<file path="config.mk">
export PLATFORM = sky130hd
export DESIGN_NAME = multi_edge_pulser
export DESIGN_NICKNAME = d
export VERILOG_FILES = /design/src/rtl/multi_edge_pulser.sv
export SDC_FILE = /design/constraint.sdc
export NUM_CORES = 1
export LEC_CHECK = 0
export CAP_MARGIN = 0
export CORE_ASPECT_RATIO = 1.1
export CORE_UTILIZATION = 51
export CTS_BUF_LIST = sky130_fd_sc_hd__clkbuf_8
export CTS_CLUSTER_DIAMETER = 150
export DETAILED_ROUTE_END_ITERATION = 10
export GPL_TIMING_DRIVEN = 0
export PLACE_DENSITY_LB_ADDON = 0.08
export SYNTH_ARGS = -nofsm -noshare
export SYNTH_HDL_FRONTEND = slang
export SYNTH_SLANG_ARGS = --single-unit
</file>
<file path="constraint.sdc">
create_clock -name CLK -period 1.55 [get_ports CLK]
set_clock_uncertainty 0.15 [all_clocks]
set_input_delay 0.155 -clock CLK [delete_from_list [all_inputs] [get_ports CLK]]
set_output_delay 0.155 -clock CLK [all_outputs]
set_load 0.02 [all_outputs]
</file>
<file path="src/rtl/multi_edge_pulser.sv">
// multi_edge_pulser
// Per-channel input conditioning and pulse generation: synchroniser chain,
// debounce filter, selectable edge detector and fixed-width pulse FSM with a
// sticky flag for edges that arrive while a pulse is still being emitted.
// A short priming window after reset seeds the filter from the synchroniser
// so that a level already present at reset release never looks like an edge.
module multi_edge_pulser #(
    parameter int CHANNELS    = 4,
    parameter int SYNC_STAGES = 2,
    parameter int DEBOUNCE    = 4,
    parameter int PULSE_WIDTH = 1,
    parameter int EDGE_MODE   = 0
) (
    input  logic                CLK,
    input  logic                RST,
    input  logic                EN,
    input  logic [CHANNELS-1:0] IN,
    output logic [CHANNELS-1:0] OUT,
    output logic [CHANNELS-1:0] MISSED,
    input  logic [CHANNELS-1:0] CLR_MISSED
);

    localparam int DEB   = (DEBOUNCE < 1) ? 1 : DEBOUNCE;
    localparam int CW    = $clog2(DEB + 1);
    localparam int PCW   = $clog2(PULSE_WIDTH + 1);
    localparam int PRIME = SYNC_STAGES + 1;
    localparam int PRW   = $clog2(PRIME + 1);

    typedef enum logic {
        IDLE  = 1'b0,
        PULSE = 1'b1
    } state_t;

    logic [PRW-1:0]         prime_q, prime_d;
    logic                   priming;

    logic [SYNC_STAGES-1:0] sync_q [CHANNELS];
    logic [SYNC_STAGES-1:0] sync_d [CHANNELS];
    logic [CHANNELS-1:0]    sync_out;

    logic [CHANNELS-1:0]    filt_q, filt_d;
    logic [CHANNELS-1:0]    filt_dly_q, filt_dly_d;
    logic [CW-1:0]          dcnt_q [CHANNELS];
    logic [CW-1:0]          dcnt_d [CHANNELS];

    logic [CHANNELS-1:0]    rise, fall, qual;

    state_t                 state_q [CHANNELS];
    state_t                 state_d [CHANNELS];
    logic [PCW-1:0]         pcnt_q [CHANNELS];
    logic [PCW-1:0]         pcnt_d [CHANNELS];
    logic [CHANNELS-1:0]    out_q, out_d;
    logic [CHANNELS-1:0]    missed_q, missed_d;

    // Priming window: counts the first SYNC_STAGES+1 edges after reset release.
    always_comb begin
        priming = (prime_q != PRW'(PRIME));
        prime_d = priming ? prime_q + PRW'(1) : prime_q;
    end

    // Synchroniser shift: IN enters stage 0, the last stage feeds the filter.
    always_comb begin
        for (int unsigned c = 0; c < CHANNELS; c++) begin
            sync_d[c]   = {sync_q[c][SYNC_STAGES-2:0], IN[c]};
            sync_out[c] = sync_q[c][SYNC_STAGES-1];
        end
    end

    // Debounce: a differing level must persist DEB edges before F follows it.
    always_comb begin
        filt_d     = filt_q;
        filt_dly_d = filt_q;
        dcnt_d     = dcnt_q;
        for (int unsigned c = 0; c < CHANNELS; c++) begin
            if (priming) begin
                filt_d[c]     = sync_out[c];
                filt_dly_d[c] = sync_out[c];
                dcnt_d[c]     = '0;
            end else if (sync_out[c] != filt_q[c]) begin
                if (dcnt_q[c] == CW'(DEB - 1)) begin
                    filt_d[c] = sync_out[c];
                    dcnt_d[c] = '0;
                end else begin
                    dcnt_d[c] = dcnt_q[c] + CW'(1);
                end
            end else begin
                dcnt_d[c] = '0;
            end
        end
    end

    // Edge detection on the filtered level, suppressed while priming.
    always_comb begin
        rise = filt_q & ~filt_dly_q & {CHANNELS{~priming}};
        fall = ~filt_q & filt_dly_q & {CHANNELS{~priming}};
        if (EDGE_MODE == 0) begin
            qual = rise;
        end else if (EDGE_MODE == 1) begin
            qual = fall;
        end else begin
            qual = rise | fall;
        end
    end

    // Pulse FSM next state, output and sticky missed-edge flag per channel.
    always_comb begin
        state_d  = state_q;
        pcnt_d   = pcnt_q;
        out_d    = out_q;
        missed_d = missed_q;
        for (int unsigned c = 0; c < CHANNELS; c++) begin
            case (state_q[c])
                IDLE: begin
                    if (qual[c] && EN) begin
                        state_d[c] = PULSE;
                        out_d[c]   = 1'b1;
                        pcnt_d[c]  = PCW'(PULSE_WIDTH - 1);
                    end
                end
                PULSE: begin
                    if (pcnt_q[c] == '0) begin
                        state_d[c] = IDLE;
                        out_d[c]   = 1'b0;
                    end else begin
                        pcnt_d[c] = pcnt_q[c] - PCW'(1);
                    end
                end
                default: begin
                    state_d[c] = IDLE;
                    out_d[c]   = 1'b0;
                end
            endcase

            if ((state_q[c] == PULSE) && qual[c]) begin
                missed_d[c] = 1'b1;
            end else if (CLR_MISSED[c]) begin
                missed_d[c] = 1'b0;
            end
        end
    end

    // State registers with asynchronous reset.
    always_ff @(posedge CLK or posedge RST) begin
        if (RST) begin
            prime_q    <= '0;
            filt_q     <= '0;
            filt_dly_q <= '0;
            out_q      <= '0;
            missed_q   <= '0;
            for (int unsigned c = 0; c < CHANNELS; c++) begin
                sync_q[c]  <= '0;
                dcnt_q[c]  <= '0;
                state_q[c] <= IDLE;
                pcnt_q[c]  <= '0;
            end
        end else begin
            prime_q    <= prime_d;
            filt_q     <= filt_d;
            filt_dly_q <= filt_dly_d;
            out_q      <= out_d;
            missed_q   <= missed_d;
            for (int unsigned c = 0; c < CHANNELS; c++) begin
                sync_q[c]  <= sync_d[c];
                dcnt_q[c]  <= dcnt_d[c];
                state_q[c] <= state_d[c];
                pcnt_q[c]  <= pcnt_d[c];
            end
        end
    end

    assign OUT    = out_q;
    assign MISSED = missed_q;

endmodule

</file>
==> flow_metrics.tcl <==
set metrics [dict create \
    synth_top_cell_by_area "dfrtp_1" \
    multi_input_area_um2 518 \
    yosysUniqueCellTypes 30 \
    die_x_um 55.6 \
    clk_latency_ns 0.29 \
    syn_area_per_cell_um2 13.2 \
    clockBufferDepth 2 \
    routed_via_density 5.27 \
    worstReg2RegStart "dcnt_q[3]$_DFF_PP0_" \
    synthMuxAreaShare_pct 4.19 \
    synth-adder-area-share_pct 3.88 \
    dr.first_iter.drc_count 9 \
    routed_wl_um 2300 \
    dr.pass1.iters 4 \
    clkPwrFrac_pct 24.9 \
    gp_congestion 0.695 \
    grt_max_degree 43 \
    port_buffers 18 \
    dpl_cell_area_um2 1840 \
    yosys_warnings 0 \
    cts_sinks 42 \
    dpl.cell_count 174 \
    core_um2 3020 \
    fin_area_um2 1960 \
    startpoint_type "flip-flop" \
    min-delay-start "IN[2]" \
    maxSlewHeadroom_pct 46.0 \
    hold_viol 0 \
    syn_area_um2 1610 \
    place_worst_setup_slack_ns 0.0303 \
    rsz0062_at_grt "false" \
    required_ns 1.58 \
    seqPwrFrac_pct 48.5 \
    synth_top_family_by_area "simple AND/OR/NAND/NOR gates" \
    total_power_w 0.00329 \
    p_int_w 0.00232 \
    crit_path_end_kind "flip-flop" \
    powerDensity_nw_per_um2 1680 \
    layout_setup_ws_ns 0.0712 \
    r2r_end "filt_q[2]$_DFFE_PP0P_" \
    regToRegSetupSlack_ns 0.07 \
    finalCritPeriodShare_pct 95.4 \
    worst_pin_slew_ns 0.809 \
    fin_cells 183 \
    start_util_pct 53.4 \
    drc 0 \
    grt_use_total_pct 15.9 \
    cts_hold_buffers 0 \
    clk_pin_slew_ns 0.08 \
    p_comb_share_pct 26.6 \
    ir_drop_v 0.00113 \
    placementRows 21 \
    p_sw_share_pct 29.6 \
    cp.arrival_ns 1.51 \
    area_growth_pct 21.4 \
    fillers 245 \
    io_pins 19 \
    cts-buffers-inserted 5 \
    hold_depth 1 \
    grt_overflow 0 \
    hold_path_class "input port to flip-flop" \
    grt_pass1_vias 909 \
    crit_path_max_fanout 2 \
    min_period_ns 1.48 \
    fin_setup_tns_ns 0 \
    place_hpwl_um 1630 \
    p_switching_w 0.000974 \
    h-tree-depth 2 \
    synth_xor_area_share_pct 2.71 \
    syn_inst 122 \
    fmax_mhz 676 \
    grt_pass1_wl_um 3990 \
    p_leak_nw 0.971 \
    whs_endpoint "sync_d[3]$_DFF_PP0_" \
    diodes 0 \
    worst-setup-path-type "flip-flop to flip-flop" \
    finalNetCount 164 \
    synthSimpleGateAreaFrac_pct 15.9 \
    postRouteAntennaNets 0 \
    setup-violations-final 0 \
    synth_top_area_share_pct 65.1 \
    status "finished, final reports clean" \
    ys_seq_elements 42 \
    routed-via-count 964 \
    wl_per_cell_um 12.6 \
    syn_nets 138 \
    seqCellArea_um2 1050 \
    ys_seq_area_share_pct 65.1 \
    slew_viol_final 0 \
    cts-root-buf "clkbuf_8" \
    synth.top_cells.by_area "dfrtp_1, ha_1, mux2_2" \
    die_h_um 61 \
    cts_tree "done" \
    synth-compound-area-share_pct 4.88 \
    drive_gt1_share_pct 18.1 \
    antenna_found_initial 0 \
    rr_worst_depth 4 \
    die_area_um2 3390 \
    drv_cap 0 \
]
==> synth_stat cells (all sizes together) <==
library cell / count
dfrtp: 42
nor3: 2
a31o: 1
inv: 11
nand2b: 2
o21ai: 5
nand4b: 2
and3: 2
and3b: 4
ha: 5
and4b: 1
mux2: 6
xor2: 4
nand2: 9
nor2: 7
nand3: 1
a41oi: 1
nor4b: 1
nor2b: 3
xnor2: 1
and2b: 1
a21oi: 4
nor3b: 4
buf: 2
o32ai: 1
==> through the flow <==
step / util [%] / hold slack (ns)
after global placement: 60.8 / 0.183
after floorplan: - / 0.0364
after global routing: 64.8 / 0.144
final: 64.8 / 0.149
after CTS: 64.1 / 0.139
after detailed placement: 60.8 / 0.185
==> cells in the final DEF (no fill, tap or decap), types with 2 or more instances in the layout <==
cell type and count:
ha_2 2, inv_1 10, a21oi_1 4, nand2b_1 2
nand2_1 8, mux2_2 4, buf_4 2, and3_1 2
dlymetal6s2s_1 2, and3b_1 4, xor2_1 4, nand4b_1 2
ha_1 3, o21ai_0 5, nor2_1 7, nor2b_1 3
clkinv_2 2, clkbuf_8 5, clkdlybuf4s50_1 10, dlygate4sd2_1 6
dfrtp_1 42, nor3b_2 3
==> layout make-up <==
cell class / instances / share of cell area, %
clock buffer: 5 / 3.51
inverter: 11 / 2.11
multi-input combinational: 67 / 26.4
clock inverter: 3 / 2.04
buffer: 2 / 0.639
tap: 34 / 2.17
timing repair buffer: 19 / 9.45
sequential: 42 / 53.6
==> cells by family (layout without fill, tap and decap cells) <==
group | count (synthesis) | after routing
AND/OR/NAND/NOR | 39 | 39
buffers and inverters | 13 | 40
adder cells (fa/ha/maj) | 5 | 5
XOR/XNOR | 5 | 5
multiplexers | 6 | 6
flip-flops | 42 | 42
AO/OA/AOI/OAI | 12 | 12
==> power groups by stage <==
stage               registers, W  clock network, W  logic (W)
floorplan                0.00168                 0   0.000523
finish                   0.00160          0.000820   0.000874
CTS                      0.00160          0.000846   0.000866
global route             0.00165          0.000881   0.000989
global placement         0.00161                 0   0.000868
detailed placement       0.00163                 0   0.000898
==> repair_timing <==
action / CTS / global route
gates resized for setup: 6 / 5
endpoints found under the setup margin: 6 / 8
setup buffers: 0 / 1
==> worst max-delay path, cell delays in order (launching register included) <==
cell and delay (ns):
dfrtp_1 0.39, ha_2 0.19, and2b_1 0.17, nor2b_1 0.15, mux2_4 0.31
==> how the worst max path moves through the flow <==
| stage | from | endpoint | slack (ns) | cells past startpoint |
|---|---|---|---|---|
| 2_1_floorplan | dcnt_q[3]$_DFF_PP0_ | filt_q[2]$_DFFE_PP0P_ | 0.09 | 4 |
| 3_3_place_gp | RST | MISSED[0]$_DFFE_PP0P_ | -0.48 | 2 |
| 3_5_place_dp | dcnt_q[3]$_DFF_PP0_ | filt_q[2]$_DFFE_PP0P_ | 0.03 | 4 |
| 4_1_cts | OUT[0]$_DFFE_PP0P_ | OUT[0] | 0.003 | 1 |
| 5_1_grt | dcnt_q[3]$_DFF_PP0_ | filt_q[2]$_DFFE_PP0P_ | 0.004 | 4 |
| 6_report | dcnt_q[3]$_DFF_PP0_ | filt_q[2]$_DFFE_PP0P_ | 0.07 | 4 |
==> flip-flops by register name (all words and copies together) (netlist names) <==
signal,cells
state_q,4
OUT,4
filt_q,4
filt_dly_q,4
dcnt_q,12
sync_out,4
MISSED,4
prime_q,2
sync_d,4
==> metal layers <==
| metal | GRT usage (%) | share of wire, % | vias to the layer above |
|---|---|---|---|
| met5 | 0 | 0 | - |
| met4 | 8.57 | 1.8 | 0 |
| met3 | 4.69 | 2.9 | 4 |
| met2 | 26.0 | 48 | 13 |
| met1 | 19.7 | 47 | 487 |
| li1 | - | - | 460 |
Power figures use the tool's default switching activity.
